File: config.mk
export PLATFORM = sky130hd
export DESIGN_NAME = hall98_sequencer
export DESIGN_NICKNAME = d
export VERILOG_FILES = /design/src/rtl/hall98_sequencer.sv
export SDC_FILE = /design/constraint.sdc
export NUM_CORES = 1
export LEC_CHECK = 0
export CORE_MARGIN = 2
export CORE_UTILIZATION = 50
export CTS_CLUSTER_SIZE = 16
export DETAILED_ROUTE_END_ITERATION = 8
export HOLD_SLACK_MARGIN = 0.05
export PLACE_DENSITY_LB_ADDON = 0.1
export SLEW_MARGIN = 0
export SYNTH_ARGS = -nofsm -noshare
export SYNTH_HDL_FRONTEND = slang
export SYNTH_SLANG_ARGS = --single-unit
File: constraint.sdc
create_clock -name iclock -period 4.3 [get_ports iclock]
set_input_delay 0.86 -clock iclock [delete_from_list [all_inputs] [get_ports iclock]]
set_output_delay 0.86 -clock iclock [all_outputs]
set_load 0.02 [all_outputs]
File: src/rtl/hall98_sequencer.sv
// hall98_sequencer: op FIFO plus issue FSM that feeds the hall98 core.
// Build option: HALL98_SEQ_OPCNT_EN adds the opcnt[15:0] issued-op counter.
//
// Ports:
//   iclock, ireset                      clock (rising), sync active-high reset
//   push_valid/push_ready               host push handshake
//   push_op/push_re/push_n              op fields pushed by the host
//   start, abort                        run control
//   sw1, sw2, re, n, cpu_valid          current op presented to the core
//   flag, busy, count                   run done, issuing, FIFO occupancy
//   opcnt                               ops issued since reset (option)
module hall98_sequencer #(
  parameter int DEPTH    = 8,
  parameter int RW       = 3,
  parameter int NW       = 8,
  parameter int HOLD_CYC = 5,
  localparam int AW      = $clog2(DEPTH),
  localparam int DEPTH_W = AW + 1
) (
  input  logic               iclock,
  input  logic               ireset,
  input  logic               push_valid,
  output logic               push_ready,
  input  logic [1:0]         push_op,
  input  logic [RW-1:0]      push_re,
  input  logic [NW-1:0]      push_n,
  input  logic               start,
  input  logic               abort,
  output logic               sw1,
  output logic               sw2,
  output logic [RW-1:0]      re,
  output logic [NW-1:0]      n,
  output logic               cpu_valid,
  output logic               flag,
  output logic               busy,
  output logic [DEPTH_W-1:0] count
`ifdef HALL98_SEQ_OPCNT_EN
  ,
  output logic [15:0]        opcnt
`endif
);

  localparam int HW = (HOLD_CYC > 1) ? $clog2(HOLD_CYC) : 1;
  localparam logic [HW-1:0] HMAX = HW'(HOLD_CYC - 1);
  localparam int EW = 2 + RW + NW;

  typedef enum logic [1:0] {
    IDLE  = 2'd0,
    ISSUE = 2'd1,
    DONE  = 2'd2
  } state_t;

  state_t state, state_d;
  logic [HW-1:0] hold, hold_d;
  logic [DEPTH_W-1:0] wr, rd;
  logic [EW-1:0] mem [DEPTH];

  logic full, empty, do_push;
  logic load, finish;

  // Extra wrap bit distinguishes full from empty.
  assign empty = (wr == rd);
  assign full  = (wr[AW] != rd[AW]) &&
                 (wr[AW-1:0] == rd[AW-1:0]);
  assign do_push = push_valid && !full && !abort;

  assign push_ready = !full;
  assign count      = wr - rd;
  assign busy       = (state == ISSUE);

  always_comb begin
    state_d = state;
    hold_d  = hold;
    load    = 1'b0;
    finish  = 1'b0;
    unique case (state)
      IDLE, DONE: begin
        if (start) begin
          hold_d = '0;
          if (!empty) begin
            load    = 1'b1;
            state_d = ISSUE;
          end else begin
            finish  = 1'b1;
            state_d = DONE;
          end
        end
      end
      ISSUE: begin
        if (hold == HMAX) begin
          hold_d = '0;
          // Back-to-back load keeps the core fed with no gap.
          if (!empty) begin
            load = 1'b1;
          end else begin
            finish  = 1'b1;
            state_d = DONE;
          end
        end else begin
          hold_d = hold + HW'(1);
        end
      end
      default: state_d = IDLE;
    endcase
    if (abort) begin
      state_d = IDLE;
      hold_d  = '0;
      load    = 1'b0;
      finish  = 1'b0;
    end
  end

  always_ff @(posedge iclock) begin
    if (do_push) begin
      mem[wr[AW-1:0]] <= {push_op, push_re, push_n};
    end
  end

  always_ff @(posedge iclock) begin
    if (ireset) begin
      state     <= IDLE;
      hold      <= '0;
      wr        <= '0;
      rd        <= '0;
      sw1       <= 1'b0;
      sw2       <= 1'b0;
      re        <= '0;
      n         <= '0;
      cpu_valid <= 1'b0;
      flag      <= 1'b0;
    end else begin
      state <= state_d;
      hold  <= hold_d;
      if (abort) begin
        wr <= '0;
        rd <= '0;
      end else begin
        wr <= wr + DEPTH_W'(do_push);
        rd <= rd + DEPTH_W'(load);
      end
      if (abort || finish) begin
        sw1       <= 1'b0;
        sw2       <= 1'b0;
        re        <= '0;
        n         <= '0;
        cpu_valid <= 1'b0;
      end else if (load) begin
        {sw1, sw2, re, n} <= mem[rd[AW-1:0]];
        cpu_valid <= 1'b1;
      end
      if (abort || load) begin
        flag <= 1'b0;
      end else if (finish) begin
        flag <= 1'b1;
      end
    end
  end

`ifdef HALL98_SEQ_OPCNT_EN
  // Survives abort; only reset clears it.
  always_ff @(posedge iclock) begin
    if (ireset) begin
      opcnt <= '0;
    end else if (load) begin
      opcnt <= opcnt + 16'd1;
    end
  end
`endif

endmodule

# Word level (Yosys, flattened, before mapping)
# Memory sizes are Yosys's and may differ from the RTL's. A register that Yosys moved wholly into a read port is not among the register bits.
# Index checks and enable logic that the tools add are counted.
op_classes:
  muxes: 20
  reduce_logical: 15
  addsub: 4
  n_eq_ne: 9
op_table:
  columns: ["op", "n"]
  rows:
  - ["$mux W1", 10]
  - ["$add A4 B1 Y4", 2]
  - ["$mux W2", 4]
  - ["$reduce_or A2 Y1", 4]
  - ["$mux W3", 2]
  - ["$pmux W3 S2", 1]
  - ["$eq A4 B4 Y1", 1]
  - ["$ne A2 B1 Y1 const B", 2]
  - ["$pmux W1 S2", 2]
  - ["$pmux W2 S2", 1]
  - ["$sub A4 B4 Y4", 1]
  - ["$add A3 B1 Y3 const B", 1]
  - ["$eq A3 B3 Y1", 1]
  - ["$eq A3 B3 Y1 const B", 1]
  - ["$logic_and A1 B1 Y1", 3]
  - ["$reduce_and A3 Y1", 1]
  - ["$eq A2 B1 Y1 const B", 1]
  - ["$eq A2 B2 Y1 const B", 1]
  - ["$logic_not A1 Y1", 2]
  - ["$logic_not A2 Y1", 1]
  - ["$logic_or A1 B1 Y1", 2]
  - ["$ne A2 B2 Y1 const B", 1]
  - ["$reduce_and A2 Y1", 1]
  - ["$reduce_bool A2 Y1", 1]
  - ["$ne A1 B1 Y1", 1]
totals:
  mem_bits_rw: 104
  inputBits: 18
  memories: 1
  ff_bits: 15
  word_cells: 55
  out_inout_bits: 21
memory_table:
  columns: ["name", "depth", "word_bits", "rd", "rd_ports_with_merged_regs", "wr", "line_no", "text"]
  rows:
  - ["mem", 8, 13, 1, 1, 1, "56", "logic [EW-1:0] mem [DEPTH];"]

# Longest topological paths before layout
# Gate-level depths: netlist (run 1).
logic_depth:
  depth_word: 7
  depth_mapped: 11
  ltp_nobuf: 9

# Least setup slack after synthesis (run 1)
# No wires, ideal clock.
synth_timing:
  kind: "reg-to-reg"
  from: "register rd[2]"
  to: "memory mem[0][0] (netlist bit), enable pin"
  setup_ps: 400
  required_ps: 3900
  path_buffers: 2
  path_stages_with_launch: 8
  t_arrival_ps: 2390
  synth_period_minus_slack_ps: 2789
  setup_slack_ps: 1511
  cell_sequence: "dfxtp_1 > clkbuf_8 > buf_2 > inv_1 > ha_1 > a41oi_1 > nand2_1 > nor3_1"
synth_between:
  elab_chain_len: 7
synth_rtl:
  columns: ["element", "line_no", "text"]
  rows:
  - ["start: declaration", "55", "logic [DEPTH_W-1:0] wr, rd;"]
  - ["start signal: assignment", "139", "rd <= rd + DEPTH_W'(load);"]
  - ["$eq A3 B3 Y1", "64", "(wr[AW-1:0] == rd[AW-1:0]);"]
  - ["$logic_and A1 B1 Y1", "63", "assign full = (wr[AW] != rd[AW]) &&"]
  - ["$logic_not A1 Y1", "65", "assign do_push = push_valid && !full && !abort;"]
  - ["$logic_and A1 B1 Y1 (2 in series)", "65", null]
  - ["$mux W1", "114", "if (do_push) begin"]
  - ["$mux W1 (not written as such)", "115", "mem[wr[AW-1:0]] <= {push_op, push_re, push_n};"]
  - ["end: declaration", "56", null]
# Every way passes these cells.

# Worst setup path in the final report (run 1)
layout_timing:
  from: "register rd[1]"
  to: "output port count[3]"
layout_between:
  elab_chain_len: 1
layout_rtl:
  columns: ["element", "line_no", "text"]
  rows:
  - ["$sub A4 B4 Y4", "68", "assign count = wr - rd;"]
  - ["end: declaration", "36", "output logic [DEPTH_W-1:0] count"]
# Every way passes these cells.

==> impl_metrics.py, run 1 <==
metrics = {
    "layout": {
        "multi_input_area_um2": 1394,
        "nFillCells": 747,
        "syn2layout_area_growth_pct": 21.95,
        "drive_gt1_frac": 0.1893,
        "finalNetCount": 390,
        "regArea_um2": 3685,
        "antenna_cells": 0,
    },
    "logic_synthesis": {
        "synthesis.area_um2": 5226,
        "ys.flop_type": "edfxtp_1",
        "seq_area_frac_synth": 0.7048,
        "syn_nets": 335,
        "async_flop_share": 0,
        "syn_inst": 307,
        "ys_seq_elements": 132,
        "syn_area_per_cell_um2": 17.02,
        "synth-edff-count": 104,
        "ys_types": 38,
        "synth_warnings": 0,
    },
    "clock_tree": {
        "cts_hold_buf": 0,
        "ctsResizeCount": 0,
        "cts_setup_buffers": 0,
        "clockRootBuffer": "clkbuf_8",
        "clk_latency_ps": 510,
        "cts_sinks": 132,
        "cts_tree": "yes",
        "clk_path_buf_depth": 2,
        "numCtsBuffers": 17,
        "htree_levels": 4,
        "clkSlewWorstSetupHoldPaths_ps": 60,
    },
    "die": {
        "core_area_um2": 10230,
        "die_x_um": 106.2,
        "dieArea_um2": 11290,
        "io_pins": 39,
        "initial_utilization": 0.5108,
        "die_y_um": 106.2,
        "fp-row-count": 37,
    },
    "power_and_ir_drop": {
        "pwr-share-seq": 0.469,
        "internal-power_mw": 2.381,
        "switchingPower_mw": 0.5797,
        "p_leak_nw": 2.211,
        "swShare": 0.1958,
        "share_comb_of_total_power": 0.026,
        "power.density_nw_per_um2": 464.5,
        "clkPwrFrac": 0.505,
        "ir_drop_mv": 0.2982,
    },
    "sta": {
        "slew_violations": 0,
        "fmax_ghz": 0.2631,
        "finalSetupTns_ps": 0,
        "skew_ps": 10.49,
        "fin_crit_sh": 0.8839,
        "slew_headroom": 0.4702,
        "rsz0062_at_grt": "no",
        "worst_slack_ps": 499.1,
        "tightest_slew_ps": 793.9,
        "setup_viol": 0,
        "period_minus_slack_ps": 3801,
        "finalHoldViolCount": 0,
    },
    "routing": {
        "avgRoutedWirePerCell_um": 19.42,
        "via_per_inst": 5.362,
        "via_count": 2740,
        "firstDrtPassIters": 4,
        "drc_errors": 0,
        "routed_wl_um": 9923,
        "final_antenna_net_count": 0,
        "drt-initial-drc-count": 213,
    },
    "grt": {
        "grt_pass1_wl_um": 15570,
        "grt_pass1_vias": 2770,
        "groute.usage.overall": 0.1930,
        "overflow": 0,
        "grt_max_degree": 29,
        "antenna_found_initial": 0,
    },
    "worst_hold_path": {
        "hold_path.class": "register to register",
        "min_delay_path_depth": 2,
    },
    "setup_path": {
        "path_max_fanout": 17,
        "r2r_cells": 7,
        "arrival_ps": 2940,
        "crit_type": "register to output port",
        "end_kind": "output port",
        "worst_setup_path_start_kind": "register",
        "cp.required_ps": 3440,
    },
    "placed_design": {
        "dp_hpwl_um": 6091,
        "routabilityCongestion": 0.7965,
        "portBuffers": 38,
        "place_worst_setup_slack_ps": 1038,
    },
    "run_status": {
        "status": "completed",
    },
    "job": {
        "maxCapViolations": 0,
    },
}
[routing by layer]
| metal | GRT usage | wire [µm] | up-vias |
|---|---|---|---|
| met3 | 0.04966 | 532 | 12 |
| met1 | 0.2661 | 4450 | 1375 |
| met5 | 0 | 0 | - |
| met2 | 0.2940 | 4778 | 69 |
| li1 | - | - | 1284 |
| met4 | 0.08177 | 163 | 0 |
[critical path, cell delays in order (launching register included)]
cell and delay (ps):
dfxtp_1 290, buf_4 200, inv_1 420, ha_1 360, a21o_1 170, a21oi_1 170
xor2_1 170, clkdlybuf4s50_1 630
[cell usage in the layout, fill, tap and decap left out, types with 2 or more instances in the layout]
| cell type | count |
|---|---|
| edfxtp_1 | 104 |
| inv_6 | 3 |
| nor3_2 | 2 |
| a22o_1 | 13 |
| xor2_1 | 4 |
| nand2_1 | 46 |
| and2_1 | 4 |
| buf_4 | 11 |
| nor2_1 | 17 |
| ha_1 | 9 |
| bufinv_16 | 4 |
| clkinvlp_4 | 6 |
| xnor2_1 | 3 |
| inv_1 | 9 |
| mux4_1 | 6 |
| clkbuf_16 | 16 |
| nand3_1 | 3 |
| a21oi_1 | 4 |
| mux4_2 | 20 |
| clkdlybuf4s50_1 | 38 |
| nor3_1 | 3 |
| nand2b_1 | 3 |
| dfxtp_1 | 27 |
| clkbuf_8 | 2 |
[final timing paths]
| path | startpoint | end | slack, ps |
|---|---|---|---|
| min | flag | flag | 450 |
| max | rd[1] | count[3] | 500 |
| max reg2reg | rd[1] | mem[4][12] | 1380 |
| min reg2reg | flag | flag | 450 |
[through the flow]
step | cells | utilization | hold WS, ps | area (µm²) | power [mW]
5_1_grt | 511 | 0.6230 | 482.8 | 6374 | 3.054
3_5_place_dp | 479 | 0.5616 | 445.4 | 5746 | 1.493
2_1_floorplan | 307 | - | 436.7 | 5226 | 1.450
6_report | 511 | 0.6230 | 451.0 | 6374 | 2.961
3_3_place_gp | 479 | 0.5616 | 444.5 | 5746 | 1.492
4_1_cts | 511 | 0.6230 | 454.5 | 6374 | 2.990
[synth_stat cells (4+ instances only)]
master | number | share of area
a21oi_1 | 4 | 0.0038
nor3_1 | 5 | 0.0048
inv_1 | 9 | 0.0065
ha_1 | 9 | 0.022
edfxtp_1 | 104 | 0.60
xor2_1 | 4 | 0.0067
a22o_1 | 13 | 0.022
dfxtp_1 | 28 | 0.11
mux4_1 | 6 | 0.030
nor2_1 | 17 | 0.012
and2_1 | 4 | 0.0048
nand2_1 | 46 | 0.033
buf_2 | 4 | 0.0038
mux4_2 | 20 | 0.086
[cell families (layout without fill, tap and decap cells)]
group | count (synthesis) | after routing | share of synthesized area
adders and majority gates | 10 | 10 | 0.02538
muxes | 26 | 26 | 0.1164
AOI/OAI and AO/OA | 26 | 26 | 0.03879
buffers and inverters | 22 | 90 | 0.03041
xor gates and xnor gates | 8 | 8 | 0.01484
DFF | 132 | 132 | 0.7048
and+or+nand+nor | 83 | 83 | 0.06943
[power by group through the flow]
stage | Sequential (mW) | Combinational [mW] | Clock [mW]
6_report | 1.39 | 0.0762 | 1.50
5_1_grt | 1.39 | 0.0839 | 1.58
4_1_cts | 1.39 | 0.0772 | 1.52
3_5_place_dp | 1.42 | 0.0771 | 0
3_3_place_gp | 1.42 | 0.0761 | 0
2_1_floorplan | 1.42 | 0.0329 | 0
[layout make-up]
type                    instances  share of cell area
inverters                       9            0.005300
clock buffers                  18             0.06714
flip-flops and latches        132              0.5781
clock inverters                14             0.03141
multi-input cells             153              0.2187
well taps                     136             0.02670
repair buffers                 49             0.07263
[flip-flops by register name (all words and copies together) (netlist names)]
register and flops:
cpu_valid 1, flag 1, mem 104, wr 4
rd 4, re 3, state 2, sw1 1
hold 3, sw2 1, n 8
No activity file was read; power rests on OpenSTA's default activity.
==> run 2: changes to the inputs <==
--- a/config.mk
+++ b/config.mk
@@ -9,8 +9,9 @@
 export CORE_UTILIZATION = 50
 export CTS_CLUSTER_SIZE = 16
 export DETAILED_ROUTE_END_ITERATION = 8
+export DONT_BUFFER_PORTS = 1
 export HOLD_SLACK_MARGIN = 0.05
-export PLACE_DENSITY_LB_ADDON = 0.1
+export PLACE_DENSITY = 0.69
 export SLEW_MARGIN = 0
 export SYNTH_ARGS = -nofsm -noshare
 export SYNTH_HDL_FRONTEND = slang
==> run 2 against run 1 <==
Against the previous run: critical path depth decreased by 2; cell count decreased by 7.6%; via count decreased by 3.1%; first-iteration DRC count decreased by 21%; clock skew about the same; final area decreased by 6.7%; wire length increased by 0.29%; combinational power decreased by 43%; core utilization decreased by 4.2 points; clock power decreased by 6%; count of clock-buffer cells in the layout increased by 2; total power decreased by 4.1%; critical path type unchanged; largest power group unchanged.
==> impl_metrics.py, run 2 (synthesis gave the netlist of run 1 again) <==
metrics = {
    "layout": {
        "instances_no_fill": 472,
        "final_cell_mix": "edfxtp_1, nand2_1, dfxtp_1",
        "largest_reg_flops": 104,
        "drive_gt1_frac": 0.2083,
        "final_common_cell": "edfxtp_1",
        "syn2layout_area_growth_pct": 13.81,
        "finalInstanceArea_um2": 5948,
        "antenna_cells": 0,
        "finalNetCount": 351,
    },
    "routing": {
        "final_antenna_net_count": 0,
        "avgRoutedWirePerCell_um": 21.08,
        "via_count": 2654,
        "via_per_inst": 5.623,
        "routed_wl_um": 9952,
        "firstDrtPassIters": 4,
        "drc_errors": 0,
        "drt-initial-drc-count": 168,
    },
    "clock_tree": {
        "cts_sinks": 132,
        "clockRootBuffer": "clkbuf_8",
        "cts_tree": "yes",
        "cts_hold_buf": 0,
        "cts_setup_buffers": 0,
        "clkSlewWorstSetupHoldPaths_ps": 60,
        "clk_latency_ps": 520,
        "numCtsBuffers": 17,
        "htree_levels": 4,
        "ctsResizeCount": 0,
        "clk_path_buf_depth": 2,
    },
    "sta": {
        "slew_violations": 0,
        "fin_crit_sh": 0.8566,
        "slew_headroom": 0.4631,
        "finalSetupTns_ps": 0,
        "finalHoldViolCount": 0,
        "setup_viol": 0,
        "period_minus_slack_ps": 3683,
        "rsz0062_at_grt": "no",
        "tightest_slew_ps": 803.7,
        "fmax_ghz": 0.2715,
        "skew_ps": 10.16,
    },
    "die": {
        "core_area_um2": 10230,
        "initial_utilization": 0.5108,
        "die_x_um": 106.2,
        "fp-row-count": 37,
        "io_pins": 39,
        "die_y_um": 106.2,
        "dieArea_um2": 11290,
    },
    "run_status": {
        "status": "completed",
    },
    "worst_hold_path": {
        "hold_path.class": "input pin to register",
    },
    "power_and_ir_drop": {
        "ir_drop_mv": 0.2422,
        "p_leak_nw": 2.067,
        "power_mw": 2.840,
        "power.density_nw_per_um2": 477.4,
    },
    "grt": {
        "antenna_found_initial": 0,
        "grt_use_met2": 0.2944,
        "groute.usage.overall": 0.1910,
        "grt_util_met1": 0.2547,
        "grt_max_degree": 30,
        "grt_use_met3": 0.05334,
        "grt_pass1_vias": 2616,
        "grt_pass1_wl_um": 15270,
        "overflow": 0,
        "busiest_layer": "met2",
    },
    "setup_path": {
        "end_kind": "output port",
        "crit_type": "register to output port",
        "worst_setup_path_start_kind": "register",
        "arrival_ps": 2820,
        "path_max_fanout": 17,
        "cp.required_ps": 3440,
    },
    "placed_design": {
        "routabilityCongestion": 0.8046,
        "placed_area_um2": 5358,
        "portBuffers": 0,
        "dp_hpwl_um": 6301,
        "placed_cells": 440,
    },
    "job": {
        "maxCapViolations": 0,
    },
}
==> run 2: area by class of cell <==
cell class                      instances  area [µm²]
Clock buffer                           20       489.2
Inverter                                9       33.78
Multi-Input combinational cell        153        1394
Clock inverter                         12       101.3
Timing Repair Buffer                   10       75.07
Sequential cell                       132        3685
Fill cell                             781        4283
Tap cell                              136       170.2
==> run 2: through the flow <==
step | setup slack [ps] | hold slack (ps) | util
floorplan | 1511 | 436.7 | -
global placement | 1242 | 443.9 | 0.5237
detailed placement | 1193 | 459.2 | 0.5237
CTS | 596.9 | 413.1 | 0.5814
global route | 440.9 | 405.3 | 0.5814
finish | 616.8 | 432.2 | 0.5814
==> run 2: path summary, 6_finish.rpt <==
kind                                 start        end  slack, ps  depth (start not counted)
worst max-delay path                 rd[1]   count[3]        620                          5
worst min-delay path            push_re[1]  mem[0][9]        430                          0
worst min register to register    state[1]   state[1]        460                          2
worst max register to register       rd[1]  mem[6][3]       1170                          6
==> run 2: power breakdown <==
part           internal (mW)  switching (mW)  total [mW]
registers               1.39         0.00524        1.39
logic                 0.0160          0.0277      0.0437
clock network          0.829           0.576        1.41
total                   2.23           0.609        2.84
==> run 2: metal layers <==
layer	wire length, µm	part of all wire	vias up
li1	-	-	1198
met1	4452	0.45	1352
met2	4837	0.49	84
met3	458	0.046	20
met4	203	0.020	0
met5	0	0	-
==> run 2: critical path, cell delays in order, from the launching register on <==
cell	delay [ps]
dfxtp_1	710
inv_1	410
ha_1	420
a21o_1	170
a21oi_1	190
xor2_1	420
==> run 3: changes to the inputs <==
--- a/config.mk
+++ b/config.mk
@@ -10,8 +10,10 @@
 export CTS_CLUSTER_SIZE = 16
 export DETAILED_ROUTE_END_ITERATION = 8
 export DONT_BUFFER_PORTS = 1
+export GPL_ROUTABILITY_DRIVEN = 0
 export HOLD_SLACK_MARGIN = 0.05
 export PLACE_DENSITY = 0.69
+export REMOVE_ABC_BUFFERS = 1
 export SLEW_MARGIN = 0
 export SYNTH_ARGS = -nofsm -noshare
 export SYNTH_HDL_FRONTEND = slang
==> run 3 against run 2 <==
Against the previous run: clock skew shrank 4.0 ps; maximum frequency grew 20%; first-iteration DRC count shrank 20%; sequential cell count is the same; critical path depth is the same; combinational power shrank 5.9%; critical endpoint unchanged; largest power group is now sequential cells.
==> impl_metrics.py, run 3 (synthesis gave the netlist of run 1 again) <==
metrics = {
    "grt": {
        "antenna_found_initial": 0,
        "grt_max_degree": 30,
        "groute.usage.overall": 0.1827,
        "overflow": 0,
        "grt_pass1_vias": 2635,
        "grt_pass1_wl_um": 14700,
    },
    "placed_design": {
        "place_worst_setup_slack_ps": 1761,
        "dp_hpwl_um": 5703,
        "portBuffers": 0,
    },
    "sta": {
        "rsz0062_at_grt": "no",
        "fin_crit_sh": 0.7122,
        "skew_ps": 6.195,
        "period_minus_slack_ps": 3062,
        "fmax_ghz": 0.3266,
        "setup_viol": 0,
        "slew_violations": 0,
        "finalSetupTns_ps": 0,
        "tightest_slew_ps": 774.1,
        "hold_ws_ps": 441.8,
        "slew_headroom": 0.4829,
        "worst_slack_ps": 1238,
        "finalHoldViolCount": 0,
    },
    "power_and_ir_drop": {
        "p_leak_nw": 2.079,
        "power_mw": 2.780,
        "ir_drop_mv": 0.3260,
        "power.density_nw_per_um2": 465.7,
    },
    "die": {
        "core_area_um2": 10230,
        "initial_utilization": 0.5108,
        "fp-row-count": 37,
        "dieArea_um2": 11290,
        "die_y_um": 106.2,
        "die_x_um": 106.2,
        "io_pins": 39,
    },
    "setup_path": {
        "crit_family": "buffers and inverters",
        "path_cells": "buf_4, inv_1, ha_1, a21oi_1, xor2_1",
        "rr_endpoint": "rd[1]",
        "crit_type": "register to output port",
        "cp.required_ps": 3440,
        "r2r-start": "rd[2]",
        "worst-path-buf-inv": 2,
        "end_kind": "output port",
        "r2r_slack_ps": 1890,
        "r2r_cells": 9,
        "arrival_ps": 2200,
        "critPathMaxStageDelay_ps": 400,
        "path_max_fanout": 29,
        "startpoint": "rd[2]",
        "worst_setup_path_start_kind": "register",
        "crit_slowest_cell": "xor2_1",
    },
    "layout": {
        "finish.utilization": 0.5835,
        "drive_gt1_frac": 0.2164,
        "antenna_cells": 0,
        "final_common_cell": "edfxtp_1",
        "finalNetCount": 357,
        "final_cell_mix": "edfxtp_1, nand2_1, dfxtp_1",
        "syn2layout_area_growth_pct": 14.22,
        "largest_reg_flops": 104,
    },
    "clock_tree": {
        "clk_path_buf_depth": 2,
        "cts_setup_buffers": 0,
        "clockRootBuffer": "clkbuf_8",
        "ctsResizeCount": 0,
        "htree_levels": 4,
        "numCtsBuffers": 17,
        "cts_tree": "yes",
        "cts_sinks": 132,
        "clkSlewWorstSetupHoldPaths_ps": 60,
        "clk_latency_ps": 510,
        "cts_hold_buf": 0,
    },
    "worst_hold_path": {
        "min_to": "mem[7][7]",
        "min_from": "push_n[7]",
        "min_delay_path_depth": 0,
        "hold_path.class": "input pin to register",
    },
    "routing": {
        "drc_errors": 0,
        "firstDrtPassIters": 4,
        "routed_wl_um": 9446,
        "via_count": 2592,
        "drt-initial-drc-count": 134,
        "avgRoutedWirePerCell_um": 19.76,
        "final_antenna_net_count": 0,
        "via_per_inst": 5.423,
    },
    "job": {
        "maxCapViolations": 0,
    },
    "run_status": {
        "status": "completed",
    },
}
run 3: cell count changes in the layout (fill, tap and decap cells not counted), moves of 2 or more:
cell,change
clkbuf_16,-3
bufinv_16,+2
inv_6,-6
clkinvlp_4,+2
buf_4,+6
clkinv_2,+2
run 3: layout make-up:
type / count / area [µm²]
Sequential cell: 132 / 3685
Clock buffer: 19 / 431.7
Fill cell: 768 / 4262
Timing Repair Buffer: 16 / 120.1
Clock inverter: 13 / 135.1
Inverter: 9 / 33.78
Tap cell: 136 / 170.2
Multi-Input combinational cell: 153 / 1394
run 3: how the worst max path moves through the flow:
stage,cells after the start,end
final,5,count[3]
after global routing,5,count[3]
after CTS,5,count[3]
after detailed placement,5,count[3]
after global placement,5,count[3]
after floorplan,4,mem[0][0]
run 3: through the flow:
| step | std cells | instance area (µm²) |
|---|---|---|
| after floorplan | 294 | 5101 |
| after global placement | 446 | 5403 |
| after detailed placement | 446 | 5403 |
| after CTS | 478 | 5969 |
| after global routing | 478 | 5969 |
| final | 478 | 5969 |
run 3: report_power, final:
group | switching (mW) | internal (mW) | total (mW)
registers | 0.00534 | 1.39 | 1.39
clock network | 0.511 | 0.836 | 1.35
logic | 0.0251 | 0.0160 | 0.0411
run 3: layer usage:
layer / global-route usage / up-vias / share of wire / routed length (µm)
met5: 0 / - / 0 / 0
met4: 0.06767 / 0 / 0.012 / 118
met3: 0.06683 / 10 / 0.070 / 659
met2: 0.2921 / 61 / 0.51 / 4791
met1: 0.2298 / 1306 / 0.41 / 3877
li1: - / 1215 / - / -
